--- src/rtl/serial_mag_cmp_ctrl_if.sv ---
// Operand/result handshake bundle for serial_mag_cmp_ctrl.
//   in_valid/in_ready/a_in/b_in             : operand pair, producer -> controller
//   out_valid/out_ready/equal/greater/lower : one-hot result, controller -> consumer
//   busy                                    : controller not idle
// master = producer/consumer side, slave = comparator controller.
interface serial_mag_cmp_ctrl_if #(
    parameter int unsigned WIDTH = 8
);
    logic             in_valid;
    logic             in_ready;
    logic [WIDTH-1:0] a_in;
    logic [WIDTH-1:0] b_in;
    logic             out_valid;
    logic             out_ready;
    logic             equal;
    logic             greater;
    logic             lower;
    logic             busy;

    modport master (
        output in_valid, a_in, b_in, out_ready,
        input  in_ready, out_valid, equal, greater, lower, busy
    );

    modport slave (
        input  in_valid, a_in, b_in, out_ready,
        output in_ready, out_valid, equal, greater, lower, busy
    );
endinterface

--- src/rtl/serial_mag_cmp_ctrl.sv ---
// Bit-serial unsigned magnitude comparator: one 1-bit slice scans the
// operands MSB first, one bit per clock, and returns one-hot
// equal/greater/lower over a valid/ready handshake.
// Ports:
//   clk    rising-edge clock
//   rst_n  synchronous active-low reset
//   bus    serial_mag_cmp_ctrl_if.slave (operand in, result out, busy)
// Optional build macro: MAG_CMP_EARLY_EXIT_EN -- leave CMP on the first
// differing bit instead of always scanning all WIDTH bits.
module serial_mag_cmp_ctrl #(
    parameter int unsigned WIDTH = 8
) (
    input  logic                 clk,
    input  logic                 rst_n,
    serial_mag_cmp_ctrl_if.slave bus
);
    localparam int unsigned CNT_W = $clog2(WIDTH) + 1;

    typedef enum logic [1:0] {
        IDLE = 2'd0,
        CMP  = 2'd1,
        DONE = 2'd2
    } state_t;

    state_t           state;
    logic [WIDTH-1:0] a_sh;
    logic [WIDTH-1:0] b_sh;
    logic [CNT_W-1:0] cnt;
    logic             decided;
    logic             in_ready_q;
    logic             out_valid_q;
    logic             busy_q;
    logic             equal_q;
    logic             greater_q;
    logic             lower_q;

    // 1-bit comparator slice on the current MSBs
    logic slice_eq_c;
    logic slice_gt_c;
    logic slice_lt_c;
    assign slice_eq_c = a_sh[WIDTH-1] ~^ b_sh[WIDTH-1];
    assign slice_gt_c = a_sh[WIDTH-1] & ~b_sh[WIDTH-1];
    assign slice_lt_c = ~a_sh[WIDTH-1] & b_sh[WIDTH-1];

    // Sequencer: state, operand shifters, counter and registered outputs
    always_ff @(posedge clk) begin
        if (!rst_n) begin
            state       <= IDLE;
            a_sh        <= '0;
            b_sh        <= '0;
            cnt         <= '0;
            decided     <= 1'b0;
            equal_q     <= 1'b0;
            greater_q   <= 1'b0;
            lower_q     <= 1'b0;
            in_ready_q  <= 1'b1;
            out_valid_q <= 1'b0;
            busy_q      <= 1'b0;
        end else begin
            case (state)
                IDLE: begin
                    if (bus.in_valid) begin
                        a_sh       <= bus.a_in;
                        b_sh       <= bus.b_in;
                        cnt        <= CNT_W'(WIDTH - 1);
                        decided    <= 1'b0;
                        equal_q    <= 1'b0;
                        greater_q  <= 1'b0;
                        lower_q    <= 1'b0;
                        in_ready_q <= 1'b0;
                        busy_q     <= 1'b1;
                        state      <= CMP;
                    end
                end
                CMP: begin
                    a_sh <= a_sh << 1;
                    b_sh <= b_sh << 1;
                    cnt  <= cnt - CNT_W'(1);
                    // first differing bit decides; later bits are masked
                    if (!decided && !slice_eq_c) begin
                        greater_q <= slice_gt_c;
                        lower_q   <= slice_lt_c;
                        decided   <= 1'b1;
                    end
`ifdef MAG_CMP_EARLY_EXIT_EN
                    if ((cnt == '0) || !slice_eq_c) begin
`else
                    if (cnt == '0) begin
`endif
                        // all bits matched -> equal
                        equal_q     <= !decided && slice_eq_c;
                        out_valid_q <= 1'b1;
                        state       <= DONE;
                    end
                end
                DONE: begin
                    if (bus.out_ready) begin
                        out_valid_q <= 1'b0;
                        in_ready_q  <= 1'b1;
                        busy_q      <= 1'b0;
                        state       <= IDLE;
                    end
                end
                default: begin
                    out_valid_q <= 1'b0;
                    in_ready_q  <= 1'b1;
                    busy_q      <= 1'b0;
                    state       <= IDLE;
                end
            endcase
        end
    end

    assign bus.in_ready  = in_ready_q;
    assign bus.out_valid = out_valid_q;
    assign bus.busy      = busy_q;
    assign bus.equal     = equal_q;
    assign bus.greater   = greater_q;
    assign bus.lower     = lower_q;
endmodule

--- src/flat_wrapper.sv ---
// flat-port wrapper written by rule: the top's interface ports become plain ports
module serial_mag_cmp_ctrl_flat 
#(
    parameter int unsigned WIDTH = 8
)
  (clk, rst_n, bus_in_valid, bus_a_in, bus_b_in, bus_out_ready, bus_in_ready, bus_out_valid, bus_equal, bus_greater, bus_lower, bus_busy);
  serial_mag_cmp_ctrl_if #(.WIDTH(WIDTH)) bus_i ();
  input  logic clk;
  input  logic rst_n;
  input wire logic [$bits(bus_i.in_valid)-1:0] bus_in_valid;
  input wire logic [$bits(bus_i.a_in)-1:0] bus_a_in;
  input wire logic [$bits(bus_i.b_in)-1:0] bus_b_in;
  input wire logic [$bits(bus_i.out_ready)-1:0] bus_out_ready;
  output wire logic [$bits(bus_i.in_ready)-1:0] bus_in_ready;
  output wire logic [$bits(bus_i.out_valid)-1:0] bus_out_valid;
  output wire logic [$bits(bus_i.equal)-1:0] bus_equal;
  output wire logic [$bits(bus_i.greater)-1:0] bus_greater;
  output wire logic [$bits(bus_i.lower)-1:0] bus_lower;
  output wire logic [$bits(bus_i.busy)-1:0] bus_busy;
  assign bus_i.in_valid = bus_in_valid;
  assign bus_i.a_in = bus_a_in;
  assign bus_i.b_in = bus_b_in;
  assign bus_i.out_ready = bus_out_ready;
  assign bus_in_ready = bus_i.in_ready;
  assign bus_out_valid = bus_i.out_valid;
  assign bus_equal = bus_i.equal;
  assign bus_greater = bus_i.greater;
  assign bus_lower = bus_i.lower;
  assign bus_busy = bus_i.busy;
  serial_mag_cmp_ctrl #(.WIDTH(WIDTH)) u_core (.clk(clk), .rst_n(rst_n), .bus(bus_i));
endmodule
--- config.mk ---
export PLATFORM = sky130hd
export DESIGN_NAME = serial_mag_cmp_ctrl_flat
export DESIGN_NICKNAME = d
export VERILOG_FILES = /design/src/rtl/serial_mag_cmp_ctrl_if.sv /design/src/rtl/serial_mag_cmp_ctrl.sv /design/src/flat_wrapper.sv
export SDC_FILE = /design/constraint.sdc
export NUM_CORES = 1
export LEC_CHECK = 0
export ABC_AREA = 0
export CORE_MARGIN = 4
export CORE_UTILIZATION = 45
export DETAILED_ROUTE_END_ITERATION = 10
export HOLD_SLACK_MARGIN = 0.1
export PLACE_DENSITY = 0.74
export SLEW_MARGIN = 25
export SYNTH_ARGS = -nofsm -noshare
export SYNTH_HDL_FRONTEND = slang
export SYNTH_SLANG_ARGS = --single-unit
--- constraint.sdc ---
create_clock -name clk -period 1.67 [get_ports clk]
set_clock_uncertainty 0.15 [all_clocks]
set_input_delay 0.167 -clock clk [delete_from_list [all_inputs] [get_ports clk]]
set_output_delay 0.167 -clock clk [all_outputs]
set_load 0.005 [all_outputs]
; ---- Word level (Yosys, flattened, before mapping)
; Cells that the tools add are included.
; Widths: inputs -> output; s select.
[classes]
n_bitwise = 7
n_mux = 26
addsub = 1
n_shift = 0
eq_ne = 6
n_mul = 0
reduce_logical = 13
div = 0
magnitude_cmp = 0
[op_table]
columns = op, n
row1 = $pmux 8 s2, 2
row2 = $mux 8, 2
row3 = $reduce_and 3->1, 5
row4 = $mux 1, 9
row5 = $pmux 1 s3, 3
row6 = $pmux 1 s2, 4
row7 = $pmux 4 s2, 1
row8 = $mux 2, 3
row9 = $pmux 2 s3, 1
row10 = $logic_not 4->1, 1
row11 = $mux 4, 1
row12 = $ne 2x1->1 const B, 2
row13 = $ne 2x2->1 const B, 2
row14 = $not 1->1, 4
row15 = $sub 4x1->4 const B, 1
row16 = $and 1x1->1, 2
row17 = $eq 2x1->1 const B, 1
row18 = $eq 2x2->1 const B, 1
row19 = $logic_and 1x1->1, 2
row20 = $logic_not 1->1, 2
row21 = $logic_not 2->1, 1
row22 = $reduce_and 2->1, 1
row23 = $reduce_bool 2->1, 1
row24 = $xnor 1x1->1, 1
[totals]
rom_bits = 0
word_cells = 64
latch_bits = 0
output_inout_bits = 6
inputBits = 20
register_bits = 29
ram_bits = 0
mem_count = 0

; ---- Logic depth before layout (Yosys ltp)
[depth]
depth_word = 5
depth_mapped = 5
ltp_nobuf = 5

; ---- Worst setup path before layout
; Ideal clock, no wire load.
[synth_path]
kind = reg2reg
start = register u_core.b_sh[7]
end = register u_core.lower_q (netlist: u_core.bus.lower)
stages_incl_launch_ff = 6
path_slack_ps = 72
required_time_ps = 1398
period_less_slack_ps = 1598
path_buffers = 0
arrival_time_ps = 1326
cell_sequence = dfxtp_1 -> inv_1 -> ha_1 -> or4b_4 -> o21ai_2 -> o22ai_1
[synth_via]
elab_chain_len = 5
[synth_lines]
columns = item, line
row1 = start: declaration, serial_mag_cmp_ctrl.sv:27  ; logic [WIDTH-1:0] b_sh;
row2 = start signal: assignment, serial_mag_cmp_ctrl.sv:64  ; b_sh <= bus.b_in;
row3 = start signal: assignment, serial_mag_cmp_ctrl.sv:77  ; b_sh <= b_sh << 1;
row4 = $xnor 1x1->1, serial_mag_cmp_ctrl.sv:41  ; assign slice_eq_c = a_sh[WIDTH-1] ~^ b_sh[WIDTH-1];
row5 = $logic_not 1->1, serial_mag_cmp_ctrl.sv:80  ; if (!decided && !slice_eq_c) begin
row6 = $logic_and 1x1->1, serial_mag_cmp_ctrl.sv:80
row7 = $ne 2x1->1 (no line), n/a
row8 = $reduce_and 3->1 (no line), n/a
row9 = end signal: assignment, serial_mag_cmp_ctrl.sv:82  ; lower_q <= slice_lt_c;
row10 = end: declaration, serial_mag_cmp_ctrl.sv:35  ; logic lower_q;
; Several ways; a longest one is shown, not always the timed one. The select of a mux whose other input is x is not followed.
; A chain may end at the register's enable or synchronous reset.

; ---- Worst setup path after layout
; Same ends and word-level chain as after synthesis.

==> results by group <==
Synthesis
  • Synthesized cell area: between 0.001 and 0.0015 mm2
  • Post-synth ARST share: 0%
  • Cell count after synthesis: approximately 170
  • Post-synthesis sequential area ratio: between 40% and 50%
  • Main synth FF type: dfxtp_1
  • Synthesized flop and latch total: 29
  • EDFF count, synth: 0
  • Synth unique cells: 32
  • Synthesized Nets: ~190
  • Synth warnings: 0
  • Avg Cell Area, Syn: about 8 um2

CTS
  • Clock-pin slew on the worst setup and hold paths: about 0.08 ns
  • CTS tree: yes
  • H-tree depth: 2
  • Hold_buf cts: 0
  • Clk sinks: 29
  • Worst skew pair latency: 0.32 ns
  • CTS Buffer Depth: 2
  • Root Driver: clkbuf_4
  • CTS buffer count: 5

Drt
  • Detailed-route DRC error count: 0
  • ANT nets after route: 0
  • Avg Vias per Cell: 5.44
  • Routed len/inst: ~12 um
  • Iter 0 DRT Violations: 48
  • WL final: around 2.6 mm
  • Via count: approximately 1,200
  • DR pass1 iterations: 4

Die
  • I/O Pins: 26
  • Die Y-Extent: 62.3 um
  • Core area: around 0.0028 mm2
  • Die width: a little over 60 um
  • Die ar.: between 0.003 and 0.004 mm2
  • Starting Density: roughly 48%
  • Rows: 19

Timing
  • Worst slew margin: about 71%
  • RSZ-0062 raised after global routing: no
  • Final setup viols: 0
  • Final hold violation count: 0
  • Least-Margin Pin Slew: 0.438 ns
  • Setup TNS: 0 ns
  • Final period util: ~94%
  • Max Fclk: approximately 0.63 GHz
  • Pins Over Slew Limit: 0
  • Min cycle time layout: around 1.6 ns

Finish
  • Ant. Diodes: 0
  • Nets: around 210
  • Share of layout cells above drive strength 1: under 10%
  • Layout overhead on the synthesized area: 26.4%
  • Util after Layout: 60.2%

Power and ir drop
  • Leak: between 0.0006 and 0.0007 uW
  • Pwr dens: 949 mW/mm2
  • Total Power: ~1600 uW
  • Peak supply drop: ~760 uV

Global routing
  • Met1 usage: approximately 18%
  • Vias in the first global route: 1,090
  • Largest net degree at the start of global routing: 34
  • First-pass GRT wire length: between 4 and 5 mm
  • GR Util met2: 22.7%
  • Initial antenna violation count: 0
  • Gr busiest metal: met2
  • Met3 Resource Use GR: a little over 6%
  • Gr usage total: 14.6%
  • Total grt overflow: 0

Worst setup path
  • Critical Path Fanout Max: 3
  • Critical path arrival: between 1.5 and 2 ns
  • CP startpoint kind: flip-flop
  • CP Capture Type: flip-flop
  • Crit path kind: reg2reg
  • Req. time, crit path: 1.73 ns

Placement
  • DP Wirelength: ~1.9 mm
  • Placer Congestion: between 0.7 and 0.8
  • Port bufs: 25

Outcome
  • Status: completed

Hold path
  • Hold Path Class: in2reg

Flow run
  • MaxCap Viol Count: 0
through the flow:
| stage | setup WS (ns) | hold WS (ns) | instance area (um2) | std cells |
|---|---|---|---|---|
| after global routing | 0.0199 | 0.249 | 1680 | 223 |
| final | 0.0921 | 0.264 | 1680 | 223 |
| after detailed placement | -0.00997 | 0.308 | 1610 | 215 |
| after CTS | 0.0137 | 0.259 | 1660 | 223 |
| after global placement | 0.0421 | 0.306 | 1610 | 215 |
| after floorplan | 0.0724 | 0.169 | 1330 | 165 |
cell families after synthesis:
logic type	count (synthesis)	share of synthesized area (%)
buf+inv	21	6.99
simple gates	59	21.5
compound gates	53	24.8
fa+ha+maj	3	2.83
flops	29	43.8
cell usage in the layout (no fill, tap or decap), types with 2 or more instances in the layout:
master / count
nand4b_1: 2
o21a_1: 3
nand2b_1: 3
ha_1: 2
o22ai_1: 5
a21oi_1: 5
clkbuf_1: 3
nand2_1: 38
a31oi_1: 14
nor3_1: 2
a32o_1: 2
o21ai_0: 11
buf_4: 5
nor2_1: 3
clkdlybuf4s50_1: 25
nor2b_1: 3
dfxtp_1: 28
a21boi_1: 2
clkbuf_4: 5
o21ai_1: 7
inv_1: 9
area by class of cell:
cell class	count	area [um2]
fillers	263	1110
multi-input cells	115	664
flip-flops and latches	29	582
repair buffers	31	308
clock buffers	8	48.8
well taps	31	38.8
inverters	9	33.8
final timing paths:
check	cells past startpoint	slack, ns	startpoint	end
setup / recovery	5	0.09	u_core.b_sh[7]$_SDFFE_PN0P_	u_core.bus.lower$_SDFFE_PN0P_
hold / removal	3	0.26	bus_b_in[5]	u_core.b_sh[5]$_SDFFE_PN0P_
setup reg to reg	5	0.09	u_core.b_sh[7]$_SDFFE_PN0P_	u_core.bus.lower$_SDFFE_PN0P_
hold reg to reg	2	0.32	u_core.a_sh[6]$_SDFFE_PN0P_	u_core.a_sh[7]$_SDFFE_PN0P_
routing by layer:
metal | routed length [um] | share of wire (%)
met1 | 1250 | 48
met3 | 121 | 4.6
met2 | 1230 | 47
met4 | 29 | 1.1
met5 | 0 | 0
worst max-delay path: stages, from the launching register on:
cell	delay (ns)
dfxtp_2	0.34
inv_1	0.06
ha_4	0.24
or4b_4	0.50
o21ai_2	0.08
o22ai_1	0.10
state kept, by name, indices dropped and copies added (netlist names):
name and flops:
u_core.bus.in_ready 1, u_core.bus.greater 1, u_core.bus.busy 1, u_core.cnt 4, u_core.bus.lower 1, u_core.decided 1
u_core.state 2, u_core.a_sh 8, u_core.b_sh 8, u_core.bus.equal 1, u_core.bus.out_valid 1
where the power goes:
group | leakage, uW | switching (uW) | internal [uW]
clock | 0.0000265 | 218 | 167
combinational | 0.000377 | 179 | 196
sequential | 0.000240 | 58.1 | 771
total | 0.000644 | 455 | 1130
synth_stat cells, types with 3 or more instances:
cell type	n	area share [%]
dfxtp_1	29	44
o21ai_0	11	4.2
o21ai_1	7	2.6
a21oi_1	5	1.9
inv_1	9	2.5
nor2b_1	3	1.4
buf_2	8	3.0
nand2b_1	3	1.4
a31oi_1	14	6.6
o22ai_1	5	2.4
nand2_1	38	11
clkbuf_1	3	0.85
nor2_1	3	0.85
o21a_1	3	1.7
ha_1	3	2.8
repair_timing:
item | 4_1_cts | 5_1_grt
gates resized for setup | 1 | 1
gates cloned | 0 | 0
buffers inserted | 0 | 0
setup endpoints to repair | 2 | 2
No activity file was read; power rests on OpenSTA's default activity.
